==> config.mk <==
export PLATFORM = sky130hd
export DESIGN_NAME = fetch_queue
export DESIGN_NICKNAME = d
export VERILOG_FILES = /design/src/rtl/fetch_queue.sv
export SDC_FILE = /design/constraint.sdc
export NUM_CORES = 1
export LEC_CHECK = 0
export CORE_MARGIN = 3
export CORE_UTILIZATION = 55
export CTS_CLUSTER_SIZE = 8
export DETAILED_ROUTE_END_ITERATION = 8
export GPL_ROUTABILITY_DRIVEN = 0
export PLACE_DENSITY = 0.78
export SYNTH_ARGS = -nofsm -noshare
export SYNTH_HDL_FRONTEND = slang
export SYNTH_SLANG_ARGS = --single-unit
==> constraint.sdc <==
create_clock -name clk -period 3.5 [get_ports clk]
set_clock_uncertainty 0.05 [all_clocks]
set_input_delay 0.7 -clock clk [delete_from_list [all_inputs] [get_ports clk]]
set_output_delay 0.7 -clock clk [all_outputs]
set_load 0.1 [all_outputs]
==> src/rtl/fetch_queue.sv <==
// Instruction prefetch queue: owns the fetch PC, issues reads to a 1-cycle imem, buffers {instr, pc+4}.
// Optional macro FETCH_QUEUE_BYPASS_EN forwards a response arriving into an empty queue straight to the output.
module fetch_queue #(
   parameter int          DEPTH    = 4,
   parameter int          AW       = 7,
   parameter logic [31:0] RESET_PC = 32'd0
) (
   input  logic          clk,
   input  logic          rst,
   input  logic          flush,
   input  logic [31:0]   flush_pc,
   output logic [AW-1:0] imem_addr,
   input  logic [31:0]   imem_rdata,
   output logic          out_valid,
   input  logic          out_ready,
   output logic [31:0]   out_instr,
   output logic [31:0]   out_pc4
);

   localparam int PW = (DEPTH > 1) ? $clog2(DEPTH) : 1;
   localparam int CW = $clog2(DEPTH + 1);

   logic [31:0]   fetch_pc_q, fetch_pc_d;
   logic          pending_q, pending_d;
   logic [31:0]   pend_pc_q, pend_pc_d;
   logic [PW-1:0] rd_ptr_q, rd_ptr_d;
   logic [PW-1:0] wr_ptr_q, wr_ptr_d;
   logic [CW-1:0] count_q, count_d;
   logic [31:0]   instr_q [DEPTH];
   logic [31:0]   pc4_q   [DEPTH];

   logic          issue;
   logic          resp_valid;
   logic          fifo_empty;
   logic          push;
   logic          pop;
   logic [31:0]   pend_pc4;
   logic [CW:0]   occupancy;

   function automatic logic [PW-1:0] ptr_inc(input logic [PW-1:0] p);
      return (p == PW'(DEPTH - 1)) ? '0 : p + PW'(1);
   endfunction

   assign imem_addr  = fetch_pc_q[AW+1:2];
   assign pend_pc4   = pend_pc_q + 32'd4;
   assign fifo_empty = (count_q == '0);
   assign resp_valid = pending_q && !flush;

   // Pops are not credited here, so an outstanding read always has a free slot waiting for it.
   assign occupancy  = {1'b0, count_q} + {{CW{1'b0}}, pending_q};
   assign issue      = !flush && (occupancy < (CW+1)'(DEPTH));

`ifdef FETCH_QUEUE_BYPASS_EN
   logic bypass_hit;

   assign bypass_hit = fifo_empty && resp_valid;
   assign out_valid  = !fifo_empty || bypass_hit;
   assign out_instr  = fifo_empty ? imem_rdata : instr_q[rd_ptr_q];
   assign out_pc4    = fifo_empty ? pend_pc4   : pc4_q[rd_ptr_q];
   assign push       = resp_valid && !(bypass_hit && out_ready);
   assign pop        = !fifo_empty && out_ready && !flush;
`else
   assign out_valid  = !fifo_empty;
   assign out_instr  = instr_q[rd_ptr_q];
   assign out_pc4    = pc4_q[rd_ptr_q];
   assign push       = resp_valid;
   assign pop        = !fifo_empty && out_ready && !flush;
`endif

   // Flush wins over issue/push/pop; the in-flight response is simply forgotten via pending.
   always_comb begin
      fetch_pc_d = fetch_pc_q;
      pending_d  = issue;
      pend_pc_d  = pend_pc_q;
      rd_ptr_d   = rd_ptr_q;
      wr_ptr_d   = wr_ptr_q;
      count_d    = count_q;
      if (flush) begin
         fetch_pc_d = flush_pc & ~32'd3;
         rd_ptr_d   = '0;
         wr_ptr_d   = '0;
         count_d    = '0;
      end else begin
         if (issue) begin
            fetch_pc_d = fetch_pc_q + 32'd4;
            pend_pc_d  = fetch_pc_q;
         end
         if (push) wr_ptr_d = ptr_inc(wr_ptr_q);
         if (pop)  rd_ptr_d = ptr_inc(rd_ptr_q);
         case ({push, pop})
            2'b10:   count_d = count_q + CW'(1);
            2'b01:   count_d = count_q - CW'(1);
            default: count_d = count_q;
         endcase
      end
   end

   always_ff @(posedge clk) begin
      if (rst) begin
         fetch_pc_q <= RESET_PC;
         pending_q  <= 1'b0;
         pend_pc_q  <= RESET_PC;
         rd_ptr_q   <= '0;
         wr_ptr_q   <= '0;
         count_q    <= '0;
      end else begin
         fetch_pc_q <= fetch_pc_d;
         pending_q  <= pending_d;
         pend_pc_q  <= pend_pc_d;
         rd_ptr_q   <= rd_ptr_d;
         wr_ptr_q   <= wr_ptr_d;
         count_q    <= count_d;
      end
   end

   always_ff @(posedge clk) begin
      if (push) begin
         instr_q[wr_ptr_q] <= imem_rdata;
         pc4_q[wr_ptr_q]   <= pend_pc4;
      end
   end

endmodule

==> results of run 1 <==
==> where the power goes <==
group          switching [mW]  internal [mW]
logic                   0.356          0.174
clock network            1.44           2.37
registers              0.0674           4.14
total                    1.87           6.68
==> how the worst max path moves through the flow <==
stage,start,endpoint
after floorplan,flush,instr_q[1][0]$_DFFE_PP_
after global placement,flush,count_q[2]$_SDFFE_PP0P_
after detailed placement,flush,count_q[2]$_SDFFE_PP0P_
after CTS,flip-flop,out_pc4[16]
after global routing,flip-flop,out_pc4[16]
final,flip-flop,out_pc4[16]
==> cells by family after synthesis <==
| logic type | after synthesis |
|---|---|
| flip-flops | 318 |
| AND/OR/NAND/NOR | 236 |
| AO/OA/AOI/OAI | 91 |
| buffers and inverters | 65 |
| multiplexers | 63 |
| XOR/XNOR | 39 |
| adder cells (fa/ha/maj) | 9 |
| other | 1 |
==> per-stage QoR <==
stage | hold WS, ns | setup WS [ns] | total power, mW | instance area [um^2]
floorplan | 0.3981 | 0.2524 | 4.621 | 12840
global placement | 0.4111 | 0.7498 | 4.788 | 14300
detailed placement | 0.4195 | 0.7335 | 4.799 | 14300
CTS | 0.4260 | 0.2868 | 8.630 | 15540
global route | 0.4611 | 0.2175 | 8.839 | 15540
finish | 0.4220 | 0.3586 | 8.550 | 15540
==> layer usage <==
| layer | track usage, % | up-vias | share of wire (%) |
|---|---|---|---|
| met5 | 0 | - | 0 |
| met4 | 5.412 | 0 | 1.8 |
| met3 | 3.992 | 43 | 5.8 |
| met2 | 32.40 | 242 | 48 |
| met1 | 28.27 | 3635 | 44 |
| li1 | - | 3478 | - |
==> state kept, by name, indices dropped and copies added, names as in the netlist, named ones only <==
name	flops
fetch_pc_q	30
wr_ptr_q	2
pend_pc_q	30
rd_ptr_q	2
count_q	3
pending_q	1
pc4_q	120
instr_q	128
==> placed cells by master (no fill, tap or decap), types with 2 or more instances in the layout <==
master / count
edfxtp_1: 248
clkbuf_16: 46
o31ai_1: 9
clkbuf_1: 11
nor3_1: 4
xnor2_1: 20
ha_1: 8
mux4_2: 62
and2_1: 2
or2_2: 2
xor2_1: 19
buf_4: 81
nor2_1: 43
o31a_1: 4
buf_12: 5
nand2_1: 91
or3_1: 10
and4_1: 7
nand4_1: 20
inv_1: 15
nor3b_1: 2
or4_1: 14
a21oi_1: 38
o21ai_0: 7
o21ai_1: 2
nor4_1: 4
dfxtp_1: 68
and3_1: 8
a311oi_1: 15
and3_2: 4
a211oi_1: 8
nand3_1: 21
clkdlybuf4s50_1: 64
conb_1: 2
==> area by class of cell <==
| cell class | count | area (um^2) | share of cell area, % |
|---|---|---|---|
| Clock buffer | 58 | 1206 | 7.759 |
| Tap cell | 313 | 391.6 | 2.519 |
| Clock inverter | 2 | 36.28 | 0.2334 |
| Inverter | 15 | 56.30 | 0.3622 |
| Sequential cell | 318 | 8853 | 56.95 |
| Timing Repair Buffer | 151 | 1354 | 8.709 |
| Multi-Input combinational cell | 440 | 3647 | 23.46 |
==> critical path: stages, from the launching register on <==
cell     delay, ns
dfxtp_4       0.64
buf_4         0.36
mux4_2        0.58
buf_4         0.26
==> cells in the mapped netlist, types with 2 or more instances <==
cell	instances
a211oi_1	8
a21oi_1	38
a311oi_1	15
and2_1	2
and3_1	12
and4_1	7
buf_1	3
buf_2	7
buf_4	9
buf_6	2
clkbuf_1	24
clkbuf_8	5
dfxtp_1	70
edfxtp_1	248
ha_1	8
inv_1	15
mux4_2	62
nand2_1	91
nand3_1	21
nand4_1	20
nor2_1	43
nor3_1	4
nor3b_1	2
nor4_1	4
o21ai_0	7
o21ai_1	2
o31a_1	4
o31ai_1	9
or2_2	2
or3_1	10
or4_1	14
xnor2_1	20
xor2_1	19
==> impl_metrics.toml, run 1 <==
[status]
status = "completed"

[synth]
synth_compound_area_share_pct = 4.736
synth.mux.area_fraction_pct = 10.95
ys_seq_elements = 318
yosys.area.top_type = "edfxtp_1"
synth_xor_area_share_pct = 2.661
syn_area_um2 = 12840
synth-warning-count = 0
synth-simple-area-share_pct = 9.024
synth_top_family_by_area = "multiplexers"
synthTopCellsByArea = "edfxtp_1 (58%), dfxtp_1 (11%), mux4_2 (11%)"
syn_avg_cell_area_um2 = 15.62
ys.flop_type = "edfxtp_1"
synth_edf_count = 248
synth_top_cell_area_share_pct = 58.01
ys_seq_area_share_pct = 68.92
syn_inst = 822
synth.distinct_cells = 48
synth_fa_ha_area_share_pct = 0.9356
ys_async_sr_fraction_pct = 0

[floorplanning]
core_um2 = 22780
die_area_um2 = 25210
die_x_um = 158.8
die_h_um = 158.8
initial_core_util_pct = 56.36
io_pins = 140
rows = 55

[cells_and_area]
area_delta_synth_final_pct = 21.08
drive_gt1_share_pct = 21.44
num_antenna_cells = 0
instances_no_fill = 1297
nFillCells = 1532
fin_util_pct = 68.25
nets = 1048

[clock_network]
post_cts_resized = 0
ctsRootBufferMaster = "clkbuf_16"
postCtsSetupBuffers = 0
cts.sinks = 318
numCtsBuffers = 45
worstSkewPairLatency_ns = 0.53
path_clk_slew_ns = 0.05
cts_tree = "yes"
cts.path.max_buffers = 3
cts-hold-fix-buffers = 0
h-tree-depth = 2

[pwr]
vdd_drop_max_uv = 298.8
p_leak_nw = 5.224
power.density_nw_per_um2 = 550.0

[global_routing]
grt_max_degree = 63
grt_first_pass_wirelength_um = 40990
antenna_found_initial = 0
grt_usage_pct = 20.03
grt_pass1_vias = 7668
grt_overflow = 0

[worst_hold_path]
hold_start = "pend_pc_q[31]$_SDFFE_PP0P_"
hp-class = "flip-flop to flip-flop"
whs_endpoint = "pend_pc_q[31]$_SDFFE_PP0P_"
min_path_cells = 2

[sta]
hold_viol = 0
slew-limit-headroom_pct = 47.44
setup_tns_ns = 0
layout_min_cycle_time_ns = 3.141
setup_viol = 0
tightest_slew_ns = 0.7884
clock.fmax_ghz = 0.3183
grt_setup_unrepaired = "false"
slew_viol_final = 0
period_share_pct = 89.75

[setup_path]
crit_arrival_ns = 2.39
reg2regPathDepth = 4
r2r_end = "fetch_pc_q[17]$_SDFFE_PP0P_"
start_kind = "flip-flop"
critPathMaxFanout = 23
worstSetupPathType = "flip-flop to output port"
r2r_slack_ns = 0.98
cp.required_ns = 2.75
cp-end-kind = "output port"
reg2reg_from = "fetch_pc_q[4]$_SDFFE_PP0P_"

[route]
first_pass_iters = 5
drt-wirelength-per-cell_um = 19.38
vias_per_cell = 5.704
drc = 0
ant_nets = 0
first_iter_violations = 584
vias = 7398
wirelength_um = 25140

[placed_design]
dp_hpwl_um = 15130
dp_cells = 1237
portBuffers = 135

[run]
maxCapViolations = 0
No activity file was read; power rests on OpenSTA's default activity.
==> inputs of run 2 (changes only) <==
- PLACE_DENSITY: 0.78 -> not set
- PLACE_DENSITY_LB_ADDON: not set -> 0.3
==> run 2 against run 1 <==
Effect of this change:
- die area stayed put
- global-route usage is 0.067 points higher
- flip-flop and latch count stayed put
- critical path type unchanged
- non-clock buffer count is 1 lower
- register-to-register slack worse by 0.03 ns
- final area is 0.19% higher
- worst hold slack better by 0.0053 ns
- routed wire length is 0.59% higher
- count of clock-buffer cells in the layout stayed put
- critical path depth stayed put
- combinational power is 0.8% higher
==> impl_metrics.toml, run 2 (synthesis gave the netlist of run 1 again) <==
[cells_and_area]
area_delta_synth_final_pct = 21.31
fin_area_um2 = 15570
nFillCells = 1534
top_regs = "instr_q: 128 flops, pc4_q: 120 flops"
final_cell_mix = "edfxtp_1 (248), nand2_1 (91), buf_4 (77), dfxtp_1 (68), clkdlybuf4s50_1 (64)"
nets = 1047
layout_commonest_cell = "edfxtp_1"
largest_reg_flops = 128
drive_gt1_share_pct = 21.36
top_register = "instr_q"
num_antenna_cells = 0

[clock_network]
worstSkewPairLatency_ns = 0.53
cts-hold-fix-buffers = 0
h-tree-depth = 2
post_cts_resized = 0
postCtsSetupBuffers = 0
cts.path.max_buffers = 3
ctsRootBufferMaster = "clkbuf_16"
cts_tree = "yes"
path_clk_slew_ns = 0.05
cts.sinks = 318
numCtsBuffers = 45

[setup_path]
cp.required_ns = 2.75
setup.worst_path.end = "out_instr[29]"
critPathMaxFanout = 23
worstSetupPathType = "flip-flop to output port"
crit_arrival_ns = 2.31
reg2regPathDepth = 4
r2r_end = "fetch_pc_q[21]$_SDFFE_PP0P_"
start_kind = "flip-flop"
cp-end-kind = "output port"
r2r_slack_ns = 0.95
reg2reg_from = "fetch_pc_q[4]$_SDFFE_PP0P_"

[global_routing]
grt_pass1_vias = 7485
grt_first_pass_wirelength_um = 40790
grt_overflow = 0
antenna_found_initial = 0
grt_max_degree = 63
grt_usage_pct = 20.10

[route]
drt-wirelength-per-cell_um = 19.51
wirelength_um = 25290
first_pass_iters = 5
vias_per_cell = 5.789
first_iter_violations = 549
drc = 0
vias = 7502
ant_nets = 0

[worst_hold_path]
hp-class = "flip-flop to flip-flop"

[pwr]
p_leak_nw = 5.227
power.density_nw_per_um2 = 547.5
vdd_drop_max_uv = 379.0

[sta]
layout_min_cycle_time_ns = 3.059
setup_viol = 0
grt_setup_unrepaired = "false"
setup_tns_ns = 0
period_share_pct = 87.39
clock.fmax_ghz = 0.3269
tightest_slew_ns = 0.9305
hold_viol = 0
slew_viol_final = 0
holdWs_ns = 0.4273
slew-limit-headroom_pct = 37.40

[floorplanning]
rows = 55
io_pins = 140
die_x_um = 158.8
die_area_um2 = 25210
initial_core_util_pct = 56.36
die_h_um = 158.8
core_um2 = 22780

[placed_design]
dp_hpwl_um = 15110
place_area_um2 = 14330
portBuffers = 135

[status]
status = "completed"

[run]
maxCapViolations = 0
[run 2: cell types whose count changed in the layout (fill, tap and decap cells not counted)]
cell	delta
buf_12	+3
buf_4	-4
[run 2: per-stage QoR]
step                      total power [mW]  setup slack (ns)  util [%]  std cells
after floorplan                      4.621            0.2524         -        823
after global placement               4.790            0.7184     62.92       1236
after detailed placement             4.802            0.6959     62.92       1236
after CTS                            8.604            0.3684     68.38       1296
after global routing                 8.822            0.2984     68.38       1296
final                                8.528            0.4414     68.38       1296
[run 2: layout make-up]
type	count	area, um^2	area share, %
Clock buffer	58	1206	7.744
Clock inverter	2	36.28	0.2330
Inverter	15	56.30	0.3615
Multi-Input combinational cell	440	3647	23.42
Sequential cell	318	8853	56.84
Tap cell	313	391.6	2.514
Timing Repair Buffer	150	1384	8.885
[run 2: power breakdown]
group,total [mW],internal (mW),switching (mW)
Clock,3.79,2.37,1.42
Sequential,4.20,4.14,0.0660
Combinational,0.533,0.175,0.358
[run 2: critical path, cell delays in order, from the launching register on]
cell and delay (ns):
dfxtp_4 0.66, buf_12 0.27, mux4_2 0.55, buf_4 0.25
[run 2: per-layer routing]
layer | track usage, % | wire (um) | vias to the layer above
li1 | - | - | 3474
met1 | 28.26 | 10850 | 3701
met2 | 31.93 | 12160 | 289
met3 | 4.983 | 1824 | 38
met4 | 5.372 | 446 | 0
met5 | 0 | 0 | -
[run 2: worst min-delay path by stage]
stage,endpoint,startpoint,slack [ns],depth (start not counted)
after detailed placement,flip-flop,rd_ptr_q[0]$_SDFFE_PP0P_,0.42,2
final,pend_pc_q[31]$_SDFFE_PP0P_,pend_pc_q[31]$_SDFFE_PP0P_,0.43,2
after CTS,pend_pc_q[31]$_SDFFE_PP0P_,pend_pc_q[31]$_SDFFE_PP0P_,0.43,2
after global routing,pend_pc_q[31]$_SDFFE_PP0P_,pend_pc_q[31]$_SDFFE_PP0P_,0.46,2
after global placement,pend_pc_q[31]$_SDFFE_PP0P_,pend_pc_q[31]$_SDFFE_PP0P_,0.41,2
after floorplan,pend_pc_q[31]$_SDFFE_PP0P_,pend_pc_q[31]$_SDFFE_PP0P_,0.40,2
==> inputs of run 3 (changes only) <==
- ABC_CLOCK_PERIOD_IN_PS: not set -> 3500
- CAP_MARGIN: not set -> 5
==> results of run 3 <==
Same layout as run 2: the final DEF is identical, and so are final timing and power.
